File: src/rtl/gold_pkg.sv
// Shared constants and types for the Gold code correlator: default code
// polynomials, seed, code length, match thresholds and the FSM state type.
package gold_pkg;

    localparam int DEG      = 6;
    localparam int LEN      = 63;
    localparam int THRESH   = 56;
    localparam int MISS_MAX = 3;

    localparam logic [DEG-1:0] POLY1 = 6'b000011;
    localparam logic [DEG-1:0] POLY2 = 6'b100111;
    localparam logic [DEG-1:0] SEED  = 6'b101010;

    // Width of agreement count and phase offset (holds 0..LEN).
    localparam int CW = $clog2(LEN + 1);

    localparam logic [CW-1:0] LEN_LAST  = CW'(LEN - 1);
    localparam logic [CW-1:0] THRESH_HI = CW'(THRESH);
    localparam logic [CW-1:0] THRESH_LO = CW'(LEN - THRESH);
    localparam logic [CW-1:0] HALF      = CW'(LEN / 2);
    localparam logic [1:0]    MISS_LAST = 2'(MISS_MAX - 1);

    typedef enum logic [1:0] {
        IDLE   = 2'd0,
        SEARCH = 2'd1,
        LOCKED = 2'd2
    } state_t;

endpackage

File: src/rtl/gold_code_correlator_lfsr.sv
// One m-sequence generator of the Gold pair (module gold_lfsr).
// Fibonacci form: chip is state bit 0, the parity of the tapped bits
// enters at the top and the register shifts toward bit 0.
// load has priority over step; step advances by one chip.
module gold_lfsr #(
    parameter int           DEG  = 6,
    parameter logic [DEG-1:0] POLY = 6'b000011,
    parameter logic [DEG-1:0] SEED = 6'b101010
) (
    input  logic clk_i,
    input  logic rst_i,
    input  logic load_i,
    input  logic step_i,
    output logic chip_o
);

    logic [DEG-1:0] state_q;
    logic [DEG-1:0] state_d;

    // Next state: reload seed, advance one chip, or hold.
    always_comb begin
        state_d = state_q;
        if (load_i) begin
            state_d = SEED;
        end else if (step_i) begin
            state_d = {^(state_q & POLY), state_q[DEG-1:1]};
        end
    end

    // State register, seeded on reset.
    always_ff @(posedge clk_i) begin
        if (rst_i) begin
            state_q <= SEED;
        end else begin
            state_q <= state_d;
        end
    end

    assign chip_o = state_q[0];

endmodule

File: src/rtl/gold_code_correlator.sv
// Gold code correlator: compares each received chip with a locally generated
// Gold chip, totals agreements over one code period, slips the local phase by
// one chip after every failed search window, and tracks lock once found.
// Optional macro GOLD_CORR_LOSS_CNT_EN builds a saturating lock-loss counter.
module gold_code_correlator
    import gold_pkg::*;
(
    input  logic          clkin,
    input  logic          rst,
    input  logic          en,
    input  logic          chip_in,
    input  logic          chip_valid,
    output logic          corr_valid,
    output logic [CW-1:0] agree_cnt,
    output logic          data_bit,
    output logic          locked,
    output logic [CW-1:0] phase_offset,
    output logic [7:0]    lock_loss_cnt
);

    state_t        state_q, state_d;
    logic [CW-1:0] chip_cnt_q, chip_cnt_d;
    logic [CW-1:0] acc_q, acc_d;
    logic [CW-1:0] phase_q, phase_d;
    logic [CW-1:0] agree_q, agree_d;
    logic [1:0]    miss_q, miss_d;
    logic          slip_q, slip_d;
    logic          corr_valid_q, corr_valid_d;
    logic          data_q, data_d;

    logic          chip1, chip2, local_chip;
    logic          active, consume, slip_take, close;
    logic          match;
    logic [CW-1:0] agree_now;

    // A chip is used for correlation unless it is the one discarded by a slip.
    assign active     = en && (state_q != IDLE);
    assign consume    = active && chip_valid && !slip_q;
    assign slip_take  = active && chip_valid && slip_q;
    assign close      = consume && (chip_cnt_q == LEN_LAST);
    assign local_chip = chip1 ^ chip2;
    assign agree_now  = acc_q + {{(CW-1){1'b0}}, chip_in ~^ local_chip};
    assign match      = (agree_now >= THRESH_HI) || (agree_now <= THRESH_LO);

    gold_lfsr #(.DEG(DEG), .POLY(POLY1), .SEED(SEED)) u_lfsr1 (
        .clk_i  (clkin),
        .rst_i  (rst),
        .load_i (!en),
        .step_i (consume),
        .chip_o (chip1)
    );

    gold_lfsr #(.DEG(DEG), .POLY(POLY2), .SEED(SEED)) u_lfsr2 (
        .clk_i  (clkin),
        .rst_i  (rst),
        .load_i (!en),
        .step_i (consume),
        .chip_o (chip2)
    );

    // Next-state: window accumulation, close-of-window decision, slip and lock tracking.
    always_comb begin
        state_d      = state_q;
        chip_cnt_d   = chip_cnt_q;
        acc_d        = acc_q;
        phase_d      = phase_q;
        agree_d      = agree_q;
        miss_d       = miss_q;
        slip_d       = slip_q;
        data_d       = data_q;
        corr_valid_d = 1'b0;
        if (!en) begin
            state_d    = IDLE;
            chip_cnt_d = '0;
            acc_d      = '0;
            phase_d    = '0;
            agree_d    = '0;
            miss_d     = '0;
            slip_d     = 1'b0;
            data_d     = 1'b0;
        end else begin
            case (state_q)
                IDLE: begin
                    state_d = SEARCH;
                end
                SEARCH, LOCKED: begin
                    if (slip_take) begin
                        slip_d = 1'b0;
                    end else if (close) begin
                        corr_valid_d = 1'b1;
                        agree_d      = agree_now;
                        data_d       = (agree_now <= HALF);
                        acc_d        = '0;
                        chip_cnt_d   = '0;
                        if (state_q == SEARCH) begin
                            if (match) begin
                                state_d = LOCKED;
                                miss_d  = '0;
                            end else begin
                                slip_d  = 1'b1;
                                phase_d = (phase_q == LEN_LAST) ? '0 : phase_q + CW'(1);
                            end
                        end else begin
                            if (match) begin
                                miss_d = '0;
                            end else if (miss_q == MISS_LAST) begin
                                state_d = SEARCH;
                                miss_d  = '0;
                            end else begin
                                miss_d = miss_q + 2'd1;
                            end
                        end
                    end else if (consume) begin
                        acc_d      = agree_now;
                        chip_cnt_d = chip_cnt_q + CW'(1);
                    end
                end
                default: begin
                    state_d = IDLE;
                end
            endcase
        end
    end

    // Registers, cleared by synchronous reset.
    always_ff @(posedge clkin) begin
        if (rst) begin
            state_q      <= IDLE;
            chip_cnt_q   <= '0;
            acc_q        <= '0;
            phase_q      <= '0;
            agree_q      <= '0;
            miss_q       <= '0;
            slip_q       <= 1'b0;
            data_q       <= 1'b0;
            corr_valid_q <= 1'b0;
        end else begin
            state_q      <= state_d;
            chip_cnt_q   <= chip_cnt_d;
            acc_q        <= acc_d;
            phase_q      <= phase_d;
            agree_q      <= agree_d;
            miss_q       <= miss_d;
            slip_q       <= slip_d;
            data_q       <= data_d;
            corr_valid_q <= corr_valid_d;
        end
    end

`ifdef GOLD_CORR_LOSS_CNT_EN
    logic [7:0] loss_q;
    logic       loss_ev;

    assign loss_ev = (state_q == LOCKED) && (state_d == SEARCH);

    // Lock-loss counter: survives en=0, saturates, cleared only by reset.
    always_ff @(posedge clkin) begin
        if (rst) begin
            loss_q <= '0;
        end else if (loss_ev && (loss_q != 8'hFF)) begin
            loss_q <= loss_q + 8'd1;
        end
    end

    assign lock_loss_cnt = loss_q;
`else
    assign lock_loss_cnt = 8'd0;
`endif

    assign corr_valid   = corr_valid_q;
    assign agree_cnt    = agree_q;
    assign data_bit     = data_q;
    assign locked       = (state_q == LOCKED);
    assign phase_offset = phase_q;

endmodule
File: config.mk
export PLATFORM = sky130hd
export DESIGN_NAME = gold_code_correlator
export DESIGN_NICKNAME = d
export VERILOG_FILES = /design/src/rtl/gold_pkg.sv /design/src/rtl/gold_code_correlator_lfsr.sv /design/src/rtl/gold_code_correlator.sv
export SDC_FILE = /design/constraint.sdc
export NUM_CORES = 1
export LEC_CHECK = 0
export ABC_AREA = 1
export ABC_CLOCK_PERIOD_IN_PS = 3300
export BUFFER_PORTS_ARGS = -buffer_cell sky130_fd_sc_hd__buf_2
export CAP_MARGIN = 20
export CORE_AREA = 4 4 66 83
export CTS_BUF_LIST = sky130_fd_sc_hd__clkbuf_8
export CTS_CLUSTER_SIZE = 30
export DETAILED_ROUTE_END_ITERATION = 10
export DIE_AREA = 0 0 70 87
export PLACE_DENSITY = 0.66
export SKIP_CTS_REPAIR_TIMING = 1
export SYNTH_ARGS = -nofsm -noshare
export SYNTH_HDL_FRONTEND = slang
export SYNTH_SLANG_ARGS = --single-unit
File: constraint.sdc
create_clock -name clkin -period 3.3 [get_ports clkin]
set_clock_uncertainty 0.15 [all_clocks]
set_input_delay 0.33 -clock clkin [delete_from_list [all_inputs] [get_ports clkin]]
set_output_delay 0.33 -clock clkin [all_outputs]
set_load 0.03 [all_outputs]
==> impl_metrics.ini, run 1 <==
[setup_path]
critPathLaunchType = flip-flop
cp_slowest_cell = dfxtp_1
r2r-end = phase_offset[3]
crit_top_cell = nand2_1
cpPeakStageDelay_ns = 0.34
end_kind = flip-flop
worstPathArrival_ns = 2.51
path_cells = xnor2_1 -> xor2_1 -> ha_1 -> ha_1 -> nand3_1 -> nand2_1 -> nand2_1 -> nand2_1 -> nand2_2 -> nand2_8 -> nand3_4 -> o21ai_0 -> nor2_1
r2r-start = u_lfsr1.state_q[0]
crit_fanout = 7
critPathLaunch = u_lfsr1.state_q[0]
critPathKind = flip-flop to flip-flop
crit_family = simple AND/OR/NAND/NOR gates
r2r_slack_ns = 0.83
worstPathRequired_ns = 3.34
path_buf_inv = 0
rr_worst_depth = 13

[sta]
drv_slew = 0
hold_viol = 0
setup_ws_ns = 0.830
period_needed_ns = 2.47
setup_viol = 0
period_share_pct = 74.8
rsz0062_at_grt = no
fin_tns_setup_ns = 0
fmax_ghz = 0.405

[floorplan]
rows = 28
core_sq_um = 4690
dieHeight_microns = 87
die-area_sq_um = 6090
num_io_pins = 28
start_util_pct = 48.3
fp.dieW_microns = 70

[pwr]
p_seq_share_pct = 45.7
p_int_mw = 0.797
p_per_area_nw_per_um2 = 502
p_sw_mw = 0.434
combPwrFrac_pct = 27.7
clockPowerShare_pct = 26.6
peakVddDrop_v = 0.000317
swShare_pct = 35.2
power_mw = 1.23
p_leak_nw = 1.09

[cells_and_area]
area_growth_pct = 8.17
drive_above_1_share_pct = 17.2
fillers = 476
diodes = 0
final_nets = 323

[detailed_routing]
post-route-drc-count = 0
ant_nets = 0
num_vias = 1833
wl_per_cell_microns = 11.9
wl_microns = 4400
drt-pass1-iter-count = 4
drtIter0Drc = 90
via_per_inst = 4.97

[clocking]
cts_buffers = 5
htree_levels = 2
clock-root-buffer = clkbuf_8
cts_sinks = 43
clk_path_buf_depth = 2
cts.clk_slew.worst_paths_ns = 0.08
clk_latency_ns = 0.30
cts_tree = yes

[status]
status = finished clean

[logic_synthesis]
syn-cell-area_sq_um = 2270
synthCells = 290
synth-main-ff-cell = dfxtp_1
synthTopCellsByArea = dfxtp_1, nand2_1, a21oi_1
ys_seq_area_share_pct = 38.0
syn_area_per_cell_sq_um = 7.82
synth_seq_cells = 43
synth_top_area_share_pct = 38.0
synth.largest_area_cell = dfxtp_1
yosys_warnings = 0
synthArstFlopShare_pct = 0
synth-edff-count = 0
ys_types = 38

[place]
place.gp.congestion = 0.810
dp_slack_ns = 0.722
port-buffer-count = 19
hpwl_microns = 3260

[grt]
first_global_vias = 1763
gr-total-overflow = 0
antenna_found_initial = 0
grt_max_degree = 29
grt_usage_pct = 15.6
grt_pass1_wl_microns = 7740

[min_path]
worstHoldPathCells = 2
min_to = u_lfsr2.state_q[3]
holdCritStartpoint = u_lfsr2.state_q[4]
min_path_type = flip-flop to flip-flop

[run]
drv_cap = 0
[cells in the mapped netlist (2+ instances only)]
cell / number
xnor2_1: 6
o211ai_1: 2
o21ai_0: 17
buf_2: 2
dfxtp_1: 43
nor2_1: 19
nor2_8: 2
xor2_1: 4
nand4_1: 8
a21oi_1: 25
nand3_2: 2
buf_4: 11
o21ai_1: 2
clkbuf_1: 3
inv_2: 5
ha_1: 10
nand2_2: 3
nor2_4: 3
nand2_1: 58
nor2_2: 3
inv_1: 26
nand3_1: 19
nor3_1: 2
[kinds of logic after synthesis]
kind of cell | count (synthesis) | synth area share [%]
buffers and inverters | 48 | 9.88
flip-flops | 43 | 38.0
AND/OR/NAND/NOR | 126 | 29.6
XOR/XNOR | 10 | 3.86
other | 1 | 0.165
AO/OA/AOI/OAI | 52 | 13.0
adder cells (fa/ha/maj) | 10 | 5.52
[cell usage in the layout, fill, tap and decap left out, types with 2 or more instances in the layout]
| cell type | instances |
|---|---|
| nand3_1 | 19 |
| nand2_1 | 58 |
| o21ai_0 | 17 |
| inv_1 | 27 |
| o211ai_1 | 2 |
| conb_1 | 8 |
| nand2_2 | 3 |
| nor2_8 | 2 |
| dfxtp_1 | 43 |
| a21oi_1 | 25 |
| nand4_1 | 8 |
| nor3_1 | 2 |
| xnor2_1 | 6 |
| o21ai_1 | 2 |
| nand3_2 | 2 |
| xor2_1 | 4 |
| ha_1 | 10 |
| nor2_4 | 3 |
| buf_2 | 19 |
| clkbuf_8 | 5 |
| inv_2 | 5 |
| nor2_1 | 19 |
| nor2_2 | 3 |
[worst max path at each step]
stage                       to  cells past startpoint
2_1_floorplan  phase_offset[3]                     13
3_3_place_gp   phase_offset[3]                     14
3_5_place_dp   phase_offset[3]                     14
4_1_cts        phase_offset[3]                     13
5_1_grt              miss_q[1]                     15
6_report       phase_offset[3]                     13
[worst min-delay path: stages (launching register included)]
cell and delay (ns):
dfxtp_1 0.33, nand2_1 0.05, nand3_1 0.06
[power by group through the flow]
stage / registers (mW) / clock network [mW] / logic [mW]
finish: 0.563 / 0.328 / 0.341
floorplan: 0.569 / 0 / 0.297
CTS: 0.563 / 0.337 / 0.345
detailed placement: 0.575 / 0 / 0.344
global placement: 0.574 / 0 / 0.341
global route: 0.566 / 0.351 / 0.384
[registers in the layout, summed over array words and instances (netlist names)]
name,flops
acc_q,6
corr_valid,1
miss_q,2
u_lfsr1.state_q,6
chip_cnt_q,6
phase_offset,6
u_lfsr2.state_q,6
slip_q,1
state_q,2
data_bit,1
agree_cnt,6
[area by class of cell]
| cell class | count | area, sq um | area share [%] |
|---|---|---|---|
| Multi-Input combinational cell | 206 | 1210 | 49.3 |
| Sequential cell | 43 | 861 | 35.1 |
| Inverter | 32 | 120 | 4.90 |
| Timing Repair Buffer | 20 | 103 | 4.18 |
| Tap cell | 60 | 75.1 | 3.06 |
| Clock buffer | 5 | 68.8 | 2.81 |
| Clock inverter | 3 | 16.3 | 0.663 |
[metrics by stage]
step	hold slack, ns	util (%)	cells	cell area [sq um]
3_3_place_gp	0.298	50.4	361	2370
6_report	0.315	52.2	369	2450
3_5_place_dp	0.292	50.4	361	2370
4_1_cts	0.316	52.2	369	2450
5_1_grt	0.350	52.2	369	2450
2_1_floorplan	0.274	-	297	2290
[layer usage]
metal / track usage, % / share of wire [%]
met4: 6.62 / 1.9
met3: 4.16 / 4.0
met5: 0 / 0
met1: 18.3 / 45
met2: 27.0 / 49
No activity file was read; power rests on OpenSTA's default activity.
==> run 2: changes to the inputs <==
Settings changed: ABC_CLOCK_PERIOD_IN_PS 3300 to 2400.
Clock period 3.3 ns to 2.4 ns, I/O delays scaled along.
==> run 2 against run 1 <==
  * Routed wire length decreased by 1.0%
  * Sequential power rose by 37%
  * Maximum frequency up 9.2%
  * Cell area is 2.3% higher
  * Non-clock buffer count up 4
  * Register-to-register slack got worse by 0.69 ns
  * Critical path type unchanged
  * Global-route usage rose by 0.19 points
  * Cell count up 1.1%
  * Die area unchanged
  * Clock-buffer cell count stayed put
==> impl_metrics.ini, run 2 (synthesis results as in run 1) <==
[min_path]
holdCritStartpoint = rst
min_to = u_lfsr1.state_q[1]
worstHoldPathCells = 4
min_path_type = input port to flip-flop

[sta]
rsz0062_at_grt = yes
fin_hold_ws_ns = 0.251
fin_tns_setup_ns = 0
hold_viol = 0
setup_viol = 0
drv_slew = 0
fmax_ghz = 0.442
period_share_pct = 94.3
period_needed_ns = 2.26
setup_ws_ns = 0.138

[detailed_routing]
drtIter0Drc = 53
drt-pass1-iter-count = 4
num_vias = 1862
wl_per_cell_microns = 11.7
wl_microns = 4350
via_per_inst = 4.99
post-route-drc-count = 0
ant_nets = 0

[status]
status = finished clean

[setup_path]
worstPathArrival_ns = 2.30
end_kind = flip-flop
path_cells = xnor2_2 -> xor2_1 -> ha_2 -> ha_2 -> nand3_1 -> nand2_1 -> nand2_1 -> nand2_1 -> nand2_4 -> nand2_8 -> nand2_1 -> nand2_1 -> inv_1 -> o21ai_0 -> a21oi_1
r2r_slack_ns = 0.14
r2r-start = u_lfsr1.state_q[0]
critPathLaunchType = flip-flop
worstPathRequired_ns = 2.43
path_buf_inv = 1
rr_worst_depth = 15
crit_fanout = 7
cp_slowest_cell = dfxtp_2
crit_family = simple AND/OR/NAND/NOR gates
r2r-end = miss_q[1]
cpPeakStageDelay_ns = 0.37
critPathLaunch = u_lfsr1.state_q[0]
crit_top_cell = nand2_1
critPathKind = flip-flop to flip-flop

[grt]
grt_max_degree = 29
grt_pass1_wl_microns = 7710
gr-total-overflow = 0
antenna_found_initial = 0
first_global_vias = 1742
grt_usage_pct = 15.8

[clocking]
htree_levels = 2
cts_buffers = 5
cts.clk_slew.worst_paths_ns = 0.08
clock-root-buffer = clkbuf_8
clk_path_buf_depth = 2
clk_latency_ns = 0.30
cts_sinks = 43
cts_tree = yes

[cells_and_area]
final_cells = 373
final_nets = 327
final_cell_mix = nand2_1, dfxtp_1, inv_1
drive_above_1_share_pct = 19.8
final_common_cell = nand2_1
diodes = 0
design_area_sq_um = 2510
area_growth_pct = 10.7

[place]
placed_area_sq_um = 2400
dp.cells = 365
hpwl_microns = 3260
port-buffer-count = 19
place.gp.congestion = 0.791
dp_slack_ns = 0.0883

[floorplan]
fp.dieW_microns = 70
dieHeight_microns = 87
core_sq_um = 4690
num_io_pins = 28
die-area_sq_um = 6090
start_util_pct = 48.3
rows = 28

[pwr]
p_leak_nw = 1.13
p_per_area_nw_per_um2 = 683
peakVddDrop_v = 0.000464

[run]
drv_cap = 0
run 2: through the flow:
step	total power [mW]	utilization [%]
2_1_floorplan	1.19	-
3_3_place_gp	1.27	51.1
3_5_place_dp	1.27	51.1
4_1_cts	1.73	52.9
5_1_grt	1.84	53.5
6_report	1.71	53.5
run 2: worst max-delay path by stage:
| stage | endpoint | slack (ns) | depth (start not counted) |
|---|---|---|---|
| 2_1_floorplan | phase_offset[3] | 0.19 | 13 |
| 3_3_place_gp | phase_offset[3] | 0.09 | 14 |
| 3_5_place_dp | phase_offset[3] | 0.09 | 13 |
| 4_1_cts | phase_offset[3] | 0.07 | 13 |
| 5_1_grt | phase_offset[3] | -0.03 | 14 |
| 6_report | miss_q[1] | 0.14 | 15 |
run 2: final cells by class:
| type | instances | area, sq um |
|---|---|---|
| Multi-Input combinational cell | 206 | 1230 |
| Clock buffer | 5 | 68.8 |
| Clock inverter | 3 | 16.3 |
| Sequential cell | 43 | 862 |
| Inverter | 32 | 120 |
| Timing Repair Buffer | 24 | 133 |
| Fill cell | 477 | 2180 |
| Tap cell | 60 | 75.1 |
run 2: metal layers:
| layer | up-vias | wire length (microns) | GRT usage, % |
|---|---|---|---|
| met5 | - | 0 | 0 |
| met4 | 0 | 96 | 8.89 |
| met3 | 8 | 152 | 3.00 |
| met2 | 25 | 2150 | 27.3 |
| met1 | 856 | 1950 | 18.4 |
| li1 | 973 | - | - |
run 2: where the power goes:
part	leakage, nW	switching (mW)	internal, mW
combinational	0.733	0.331	0.167
sequential	0.348	0.0259	0.747
clock	0.0453	0.246	0.199
run 2: tightest hold or removal path, delay by kind of cell:
kind / cells / cell delay, ns
simple gates: 2 / 0.13
buf+inv: 2 / 0.29
==> run 3: changes to the inputs <==
Settings changed: CORE_AREA 4 4 66 83 to 4 4 73 75, DIE_AREA 0 0 70 87 to 0 0 77 79, HOLD_SLACK_MARGIN set to 0.12.
==> run 3 against run 2 <==
  * Critical path depth is 1 lower
  * Global-route usage is 0.73 points lower
  * Core utilization rose by 2.0 points
  * Cell count decreased by 1.3%
  * Clock power shrank 7.2%
  * Maximum frequency down 4.1%
  * Routed wire length grew 5.1%
  * Hold slack better by 0.024 ns
  * First-iteration DRC count increased by 74%
  * Clock-buffer cell count did not move
  * Sequential power about the same
  * Die area decreased by 0.11%
==> impl_metrics.ini, run 3 (synthesis results as in run 1) <==
[clocking]
clk_latency_ns = 0.29
cts_tree = yes
cts_buffers = 5
cts_sinks = 43
cts.clk_slew.worst_paths_ns = 0.07
clk_path_buf_depth = 2
htree_levels = 2
clock-root-buffer = clkbuf_8

[floorplan]
die-area_sq_um = 6080
num_io_pins = 28
dieHeight_microns = 79
start_util_pct = 48.6
rows = 25
core_sq_um = 4660
fp.dieW_microns = 77

[sta]
rsz0062_at_grt = yes
fmax_ghz = 0.424
period_share_pct = 98.3
setup_viol = 0
period_needed_ns = 2.36
drv_slew = 0
tightest_slew_ns = 0.509
hold_viol = 0
maxSlewHeadroom_pct = 66.0
fin_hold_ws_ns = 0.274
setup_ws_ns = 0.0410

[cells_and_area]
fin_util_pct = 55.5
final_cells = 368
drive_above_1_share_pct = 24.8
final_common_cell = nand2_1
final_nets = 330
diodes = 0
final_cell_mix = nand2_1, dfxtp_1, inv_1
area_growth_pct = 14.0

[place]
dp.cells = 360
hpwl_microns = 3200
port-buffer-count = 19
dp_slack_ns = -0.0190
place.gp.congestion = 0.829

[detailed_routing]
via_per_inst = 5.13
wl_microns = 4570
wl_per_cell_microns = 12.4
drt-pass1-iter-count = 4
num_vias = 1887
ant_nets = 0
drtIter0Drc = 92
post-route-drc-count = 0

[grt]
antenna_found_initial = 0
grt_max_degree = 29
grt_pass1_wl_microns = 7450
grt_usage_pct = 15.1
first_global_vias = 1647
gr-total-overflow = 0

[setup_path]
critPathKind = flip-flop to flip-flop
worstPathArrival_ns = 2.44
worstPathRequired_ns = 2.48
r2r_slack_ns = 0.04
crit_fanout = 7
end_kind = flip-flop
critPathLaunchType = flip-flop

[min_path]
min_path_type = input port to flip-flop

[status]
status = finished clean

[pwr]
p_leak_nw = 1.15
peakVddDrop_v = 0.000466
p_per_area_nw_per_um2 = 651

[run]
drv_cap = 0
[run 3: area by class of cell]
cell class	instances	area, sq um
inverter	32	120
fill	420	2080
tap	54	67.6
clock inverter	1	3.75
sequential	43	865
timing repair buffer	27	159
multi-input combinational	206	1300
clock buffer	5	68.8
[run 3: path summary, 6_finish.rpt]
kind / endpoint / cells past startpoint / start
worst max-delay path: state_q[0] / 14 / u_lfsr1.state_q[0]
worst min-delay path: u_lfsr1.state_q[3] / 4 / rst
worst max register to register: state_q[0] / 14 / u_lfsr1.state_q[0]
worst min register to register: u_lfsr2.state_q[3] / 2 / u_lfsr2.state_q[4]
[run 3: worst max-delay path: stages (launching register included)]
cell,delay [ns]
dfxtp_4,0.36
xnor2_2,0.14
xor2_1,0.25
ha_2,0.27
buf_6,0.13
nand3_4,0.10
o21ai_2,0.19
nand2_2,0.09
nand2_4,0.10
nand2_8,0.08
a21oi_4,0.16
nand3_2,0.09
nand2_1,0.07
nand2_1,0.04
nor2_1,0.08
[run 3: per-layer routing]
layer | global-route usage, % | part of all wire (%) | wire length [microns]
met5 | 0 | 0 | 0
met4 | 5.34 | 1.7 | 76
met3 | 3.85 | 3.9 | 178
met2 | 24.3 | 46 | 2090
met1 | 19.7 | 49 | 2230
[run 3: through the flow]
| stage | power (mW) | cell area (sq um) | setup TNS (ns) |
|---|---|---|---|
| 4_1_cts | 1.69 | 2470 | -0.150 |
| 5_1_grt | 1.79 | 2580 | -0.307 |
| 3_3_place_gp | 1.27 | 2400 | 0 |
| 3_5_place_dp | 1.27 | 2400 | -0.0305 |
| 2_1_floorplan | 1.19 | 2290 | 0 |
| 6_report | 1.68 | 2580 | 0 |
[run 3: power breakdown]
part,total (mW),internal (mW),leakage [nW],switching (mW)
sequential,0.772,0.746,0.348,0.0254
combinational,0.496,0.163,0.757,0.333
clock,0.413,0.190,0.0413,0.224
